`src/rtl/wgt_shift_bank.sv`:
```
// Serial-load weight staging buffer: ROWS x K signed taps, one row per read.
// Optional second (active) bank enabled by defining WGT_DBUF_EN.
module wgt_shift_bank #(
  parameter  int DATA_W = 8,
  parameter  int K      = 3,
  parameter  int ROWS   = 3,
  localparam int N      = ROWS * K,
  localparam int CW     = $clog2(N + 1),
  localparam int RW     = (ROWS > 1) ? $clog2(ROWS) : 1
) (
  input  logic                     clk,
  input  logic                     rst_n,
  input  logic signed [DATA_W-1:0] wgt_in,
  input  logic                     wgt_valid,
  output logic                     wgt_ready,
  input  logic                     wgt_clear,
  input  logic                     wgt_swap,
  output logic [CW-1:0]            fill_cnt,
  output logic                     wgt_full,
  input  logic                     rd_en,
  input  logic [RW-1:0]            rd_row,
  output logic [K*DATA_W-1:0]      rd_data,
  output logic                     rd_valid
);

  localparam int IW = (N > 1) ? $clog2(N) : 1;
  localparam logic [CW-1:0] NFULL = CW'(N);

  logic [DATA_W-1:0]   ld_q [N];
  logic [DATA_W-1:0]   ld_d [N];
  logic [DATA_W-1:0]   act  [N];
  logic [CW-1:0]       fill_q, fill_d;
  logic [K*DATA_W-1:0] rd_data_q, rd_data_d;
  logic                rd_valid_q;
  logic [K*DATA_W-1:0] row_data;
  logic                accept;
  logic                swap_ok;
  logic                is_full_set;

  assign is_full_set = (fill_q == NFULL);
  assign wgt_ready   = !is_full_set && !wgt_clear;
  assign accept      = wgt_valid && wgt_ready;
  assign fill_cnt    = fill_q;

  always_comb begin
    ld_d = ld_q;
    if (accept) begin
      ld_d[0] = wgt_in;
      for (int i = 1; i < N; i++) begin
        ld_d[i] = ld_q[i-1];
      end
    end
  end

  always_ff @(posedge clk) begin
    if (!rst_n) begin
      for (int i = 0; i < N; i++) begin
        ld_q[i] <= '0;
      end
    end else begin
      ld_q <= ld_d;
    end
  end

  // Clear outranks swap; accept cannot coincide with either.
  always_comb begin
    fill_d = fill_q;
    if (wgt_clear) begin
      fill_d = '0;
    end else if (swap_ok) begin
      fill_d = '0;
    end else if (accept) begin
      fill_d = fill_q + CW'(1);
    end
  end

  always_ff @(posedge clk) begin
    if (!rst_n) begin
      fill_q <= '0;
    end else begin
      fill_q <= fill_d;
    end
  end

`ifdef WGT_DBUF_EN
  logic [DATA_W-1:0] act_q [N];
  logic              full_q;

  assign swap_ok  = wgt_swap && is_full_set && !wgt_clear;
  assign act      = act_q;
  assign wgt_full = full_q;

  always_ff @(posedge clk) begin
    if (!rst_n) begin
      for (int i = 0; i < N; i++) begin
        act_q[i] <= '0;
      end
      full_q <= 1'b0;
    end else if (swap_ok) begin
      act_q  <= ld_q;
      full_q <= 1'b1;
    end
  end
`else
  logic unused_swap;

  assign unused_swap = wgt_swap;
  assign swap_ok     = 1'b0;
  assign act         = ld_q;
  assign wgt_full    = is_full_set;
`endif

  always_comb begin
    row_data = '0;
    if (int'(rd_row) < ROWS) begin
      for (int t = 0; t < K; t++) begin
        row_data[t*DATA_W +: DATA_W] =
          act[IW'(int'(rd_row) * K + t)];
      end
    end
  end

  always_comb begin
    rd_data_d = rd_data_q;
    if (rd_en) begin
      rd_data_d = row_data;
    end
  end

  always_ff @(posedge clk) begin
    if (!rst_n) begin
      rd_data_q  <= '0;
      rd_valid_q <= 1'b0;
    end else begin
      rd_data_q  <= rd_data_d;
      rd_valid_q <= rd_en;
    end
  end

  assign rd_data  = rd_data_q;
  assign rd_valid = rd_valid_q;

endmodule

```
`config.mk`:
```
export PLATFORM = sky130hd
export DESIGN_NAME = wgt_shift_bank
export DESIGN_NICKNAME = d
export VERILOG_FILES = /design/src/rtl/wgt_shift_bank.sv
export SDC_FILE = /design/constraint.sdc
export NUM_CORES = 1
export LEC_CHECK = 0
export CORE_MARGIN = 1.5
export CORE_UTILIZATION = 53
export CTS_CLUSTER_DIAMETER = 30
export DETAILED_ROUTE_END_ITERATION = 10
export HOLD_SLACK_MARGIN = 0.02
export PLACE_DENSITY = 0.83
export SYNTH_ARGS = -nofsm -noshare
export SYNTH_HDL_FRONTEND = slang
export SYNTH_SLANG_ARGS = --single-unit
```
`constraint.sdc`:
```
create_clock -name clk -period 2.95 [get_ports clk]
set_input_delay 0.7375 -clock clk [delete_from_list [all_inputs] [get_ports clk]]
set_output_delay 0.7375 -clock clk [all_outputs]
set_load 0.01 [all_outputs]
```
# ---- Word-level counts from Yosys, hierarchy flattened
# Index checks and enable logic that the tools add are counted.
dict set report word_totals {
  register_bits 101
  inputBits 16
  out_inout_bits 31
  elab_cells 40
}
dict set report classes {
  add_sub_neg 3
  n_mul 1
  magnitude_cmp 4
  n_eq_ne 1
  muxes 10
  bitwise 4
  reduce_logical 5
}
# cell count
set op_table {}
lappend op_table {{8-bit binary-select mux with 4-bit select} 3}
lappend op_table {{8-bit two-way mux} 6}
lappend op_table {{24-bit two-way mux} 1}
lappend op_table {{4-bit by 5-bit >= comparator with 1-bit output (second input constant)} 3}
lappend op_table {{4-bit inverter} 3}
lappend op_table {{4-bit by 2-bit adder with 4-bit output (second input constant)} 2}
lappend op_table {{4-bit by 1-bit adder with 4-bit output (second input constant)} 1}
lappend op_table {{4-bit equality test (second input constant)} 1}
lappend op_table {{2-bit by 2-bit multiplier with 4-bit output (second input constant)} 1}
lappend op_table {{1-bit logical AND} 2}
lappend op_table {{1-bit zero test} 2}
lappend op_table {{2-bit < comparator (second input constant)} 1}
lappend op_table {{2-bit OR reduction} 1}
lappend op_table {{1-bit inverter} 1}

# ---- Longest topological paths before layout
dict set report logic_depth {
  ltp_word 7
  mapped_depth 10
  depth_no_buf 6
}

# ---- Worst setup path after synthesis
# No wires, ideal clock.
dict set report synth_timing {
  kind {input-to-reg}
  from {input port rd_row[0]}
  to {register rd_data_q[16] (netlist: rd_data[16])}
  setup_ns 0.080
  arrival_ns 2.892
  required_ns 2.870
  path_slack_ns -0.022
  stages 10
  path_buffers 5
  cell_sequence {buf_2 -> buf_4 -> buf_2 -> inv_1 -> ha_1 -> and4bb_1 -> buf_6 -> or4b_1 -> buf_6 -> o2111ai_2}
}
dict set report synth_via {
  elab_chain_cells 7
  word_cells_on_any_way 8
  classes_between {add/sub (1); mul (1); order compare (1); mux (4); bitwise (1)}
}
# item line
set synth_lines {}
lappend synth_lines {{start, declared} 21} ;# input logic [RW-1:0] rd_row,
lappend synth_lines {{2-bit by 2-bit multiplier with 4-bit output} 118} ;# act[IW'(int'(rd_row) * K + t)];
lappend synth_lines {{4-bit by 2-bit adder with 4-bit output} 118}
lappend synth_lines {{4-bit inverter (not written as such)} 118}
lappend synth_lines {{8-bit binary-select mux with 4-bit select} 118}
lappend synth_lines {{8-bit two-way mux (not written as such) (2 in series)} 118}
lappend synth_lines {{24-bit two-way mux *} 115} ;# if (int'(rd_row) < ROWS) begin
lappend synth_lines {{end signal, assigned} 135} ;# rd_data_q <= rd_data_d;
lappend synth_lines {{end, declared} 33} ;# logic [K*DATA_W-1:0] rd_data_q, rd_data_d;
# Every way passes the cells marked *; elsewhere a longest branch is shown, timed or not. The select of a mux whose other input is x is not followed.
# A chain may end at the register's enable or synchronous reset.

# ---- Worst setup path after layout
dict set report layout_timing {
  from {register fill_q[1] (netlist: fill_cnt[1])}
  to {output port wgt_ready}
}
dict set report layout_via {
  elab_chain_cells 3
}
# item line
set layout_lines {}
lappend layout_lines {{start, declared} 32} ;# logic [CW-1:0] fill_q, fill_d;
lappend layout_lines {{start signal, assigned} 81} ;# fill_q <= fill_d;
lappend layout_lines {{4-bit equality test} 40} ;# assign is_full_set = (fill_q == NFULL);
lappend layout_lines {{1-bit zero test} 41} ;# assign wgt_ready = !is_full_set && !wgt_clear;
lappend layout_lines {{1-bit logical AND} 41}
lappend layout_lines {{end, declared} 15} ;# output logic wgt_ready,
# No other way between the ends.

==> reports/metrics.yaml <==
synthesis:
  netlist.top_cell.by_area: "sky130_fd_sc_hd__dfxtp_1"
  synth_fp_nets: 606
  synth_flop_cell: "sky130_fd_sc_hd__dfxtp_1"
  synth.cell_area_um2: 5540
  synth_area_leaders: "sky130_fd_sc_hd__dfxtp_1, sky130_fd_sc_hd__mux4_2, sky130_fd_sc_hd__o31ai_1"
  ys.warnings.count: 0
  yosysUniqueCellTypes: 41
  post_synth_inst_count: 583
  synth_enable_flop_cells: 0
  ys_async_sr_fraction: 0
  yosys_top_cell_area_share: 0.365
  synth.ff_latch_count: 101
  proportion_of_synthesized_chip_area_in_sequential_cells: 0.365
  syn_avg_cell_area_um2: 9.50
timing:
  setup_viol: 0
  worst_slew_margin: 0.439
  period_needed_ps: 2670
  slew_viol_final: 0
  final_hold_viol_count: 0
  maximum_clock_rate_mhz: 375
  tightestPinTransition_ps: 842
  finalCritPeriodShare: 0.905
  grt_setup_unrepaired: "no"
  final.setup_skew_ps: 15.7
  setup-tns-final_ps: 0
cells_and_area:
  layout.cells.most_common: "sky130_fd_sc_hd__dfxtp_1"
  final_cell_mix: "sky130_fd_sc_hd__dfxtp_1, sky130_fd_sc_hd__a21oi_1, sky130_fd_sc_hd__nand4_1, sky130_fd_sc_hd__o31ai_1, sky130_fd_sc_hd__clkdlybuf4s50_1"
  multi_input_comb_area_um2: 3110
  register_area_um2: 2020
  n_antenna_cell: 0
  n_fill_cell: 814
  finish.utilization: 0.608
  fraction_of_layout_instances_using_a_drive_strength_above_1: 0.141
  design.final.nets: 607
  flow.area_growth_from_synthesis_pct: 12.4
die:
  io_pins: 47
  die-area_um2: 11100
  floorplan.initialDensity: 0.541
  number_of_rows_in_the_core_area: 37
  die-width_um: 105
  coreArea_um2: 10200
  dieHeight_um: 105
grt:
  antenna_found_initial: 0
  globalRoute.totalOverflow: 0
  grt_pass1_wl_um: 25200
  grt_max_degree: 76
  groute.usage.overall: 0.283
  first_global_vias: 4905
setup_path:
  timing.critical_path.required_ps: 2210
  capture_point_of_the_critical_path: "wgt_ready"
  reg2regPathDepth: 6
  cp_data_arrival_time_ps: 1930
  startpoint: "fill_cnt[1]$_SDFFE_PP0P_"
  critPathLaunchType: "register"
  rr_endpoint: "act[57]$_SDFFE_PN0P_"
  crit-reg2reg-launch: "fill_cnt[0]$_SDFFE_PP0P_"
  endpoint_kind: "output port"
  critPathMaxFanout: 5
  timing.setup.critical_path_class: "register to output port"
  setup.reg_to_reg.worst_slack_ps: 990
clocking:
  postCtsSetupRepairBufs: 0
  clkSinkCount: 101
  cts_resized: 0
  clock_tree.htree_level_count: 3
  cts-root-to-sink-buffers: 2
  cts_tree: "built"
  cts_root_buf: "sky130_fd_sc_hd__clkbuf_8"
  worstSkewPairLatency_ps: 380
  cts_buffers: 9
  clk_transition_reported_paths_ps: 100
  count_of_hold_buffers_inserted_by_post_cts_repair: 0
routing:
  ant_nets: 0
  routed_wire_per_std_cell_um: 21.5
  firstDrtPassIters: 6
  detailedRoute.firstIterationViolations: 660
  vias: 5243
  post-route-drc-count: 0
  drt-total-wl_um: 15600
  routed_via_density: 7.24
pwr:
  pwr-share-seq: 0.531
  pwr-share-clk: 0.343
  sw_frac_of_total: 0.279
  total_leakage_power_nw: 2.06
  cellPowerDensity_nw_per_um2: 422
  internal_power_mw: 1.89
  p_sw_uw: 732
  combPwrFrac: 0.126
  vdd.ir_drop.worst_mv: 0.208
min_path:
  worst_min_path_start: "rd_data[16]$_SDFFE_PN0P_"
  min_path_type: "register to register"
flow_run:
  cap_viol_max_count: 0
placement:
  gpl.final_weighted_congestion: 0.861
  post-dp-hpwl_um: 9680
  place.port_buffers: 45
run_status:
  outcome: "complete, no violations"
-- worst min-delay path by stage --
stage / endpoint / slack (ps) / cells past startpoint
CTS: rd_data[18]$_SDFFE_PN0P_ / 490 / 2
global placement: rd_data[19]$_SDFFE_PN0P_ / 450 / 2
detailed placement: rd_data[16]$_SDFFE_PN0P_ / 460 / 2
floorplan: act[0]$_SDFFE_PN0P_ / 460 / 2
finish: rd_data[16]$_SDFFE_PN0P_ / 480 / 2
global route: rd_data[16]$_SDFFE_PN0P_ / 520 / 2
-- area by class of cell --
| type | instances | share of cell area |
|---|---|---|
| multi-input cells | 386 | 0.500 |
| flip-flops and latches | 101 | 0.325 |
| repair buffers | 70 | 0.108 |
| well taps | 136 | 0.0273 |
| clock buffers | 10 | 0.0205 |
| clock inverters | 5 | 0.00985 |
| inverters | 16 | 0.00965 |
-- power groups by stage --
stage	sequential, mW	combinational, mW	clock (mW)
after floorplan	1.42	0.210	0
after global placement	1.42	0.314	0
after detailed placement	1.42	0.321	0
after CTS	1.39	0.322	0.898
after global routing	1.40	0.350	0.948
final	1.39	0.330	0.901
-- routing by layer --
metal / wire length [um] / vias up / track usage
li1: - / 2310 / -
met1: 5870 / 2537 / 0.370
met2: 7530 / 347 / 0.447
met3: 1660 / 49 / 0.0612
met4: 507 / 0 / 0.136
met5: 0 / - / 0
-- critical path, stage by stage, from the launching register on --
cell and delay [ps]:
sky130_fd_sc_hd__dfxtp_1 420, sky130_fd_sc_hd__inv_1 60, sky130_fd_sc_hd__ha_1 170, sky130_fd_sc_hd__nand3b_1 120, sky130_fd_sc_hd__inv_2 60, sky130_fd_sc_hd__nor2_1 150
sky130_fd_sc_hd__clkdlybuf4s50_1 570
-- cells in the mapped netlist (7+ instances only) --
cell	number
sky130_fd_sc_hd__a22oi_1	11
sky130_fd_sc_hd__mux4_2	29
sky130_fd_sc_hd__nand4_1	73
sky130_fd_sc_hd__nor2b_1	7
sky130_fd_sc_hd__buf_2	10
sky130_fd_sc_hd__dfxtp_1	101
sky130_fd_sc_hd__inv_1	13
sky130_fd_sc_hd__o2111ai_2	8
sky130_fd_sc_hd__nand2_1	10
sky130_fd_sc_hd__ha_1	7
sky130_fd_sc_hd__nor2_1	11
sky130_fd_sc_hd__buf_1	12
sky130_fd_sc_hd__nand3_1	20
sky130_fd_sc_hd__mux2i_1	23
sky130_fd_sc_hd__clkbuf_1	52
sky130_fd_sc_hd__a21oi_1	77
sky130_fd_sc_hd__o31ai_1	73
-- cell families (layout without fill, tap and decap cells) --
group | count (synthesis) | count (layout) | share of synthesized area
flip-flops | 101 | 101 | 0.365
buffers and inverters | 96 | 101 | 0.0734
XOR/XNOR | 1 | 1 | 0.00158
AO/OA/AOI/OAI | 194 | 194 | 0.244
adder cells (fa/ha/maj) | 7 | 7 | 0.0158
multiplexers | 52 | 52 | 0.160
AND/OR/NAND/NOR | 132 | 132 | 0.140
-- state kept, by name, summed over array words and instances, names as in the netlist --
name,cells
act,72
fill_cnt,4
rd_data,24
rd_valid,1
-- through the flow --
stage / setup WS (ps) / instance area (um^2) / cells / hold WS (ps) / total power [mW]
floorplan: 37.1 / 5540 / 583 / 461 / 1.63
global placement: 116 / 6030 / 709 / 454 / 1.74
CTS: 278 / 6220 / 724 / 489 / 2.61
finish: 280 / 6220 / 724 / 485 / 2.63
detailed placement: 39.1 / 6030 / 709 / 460 / 1.75
global route: 182 / 6220 / 724 / 519 / 2.69
No activity file was read; power rests on OpenSTA's default activity.
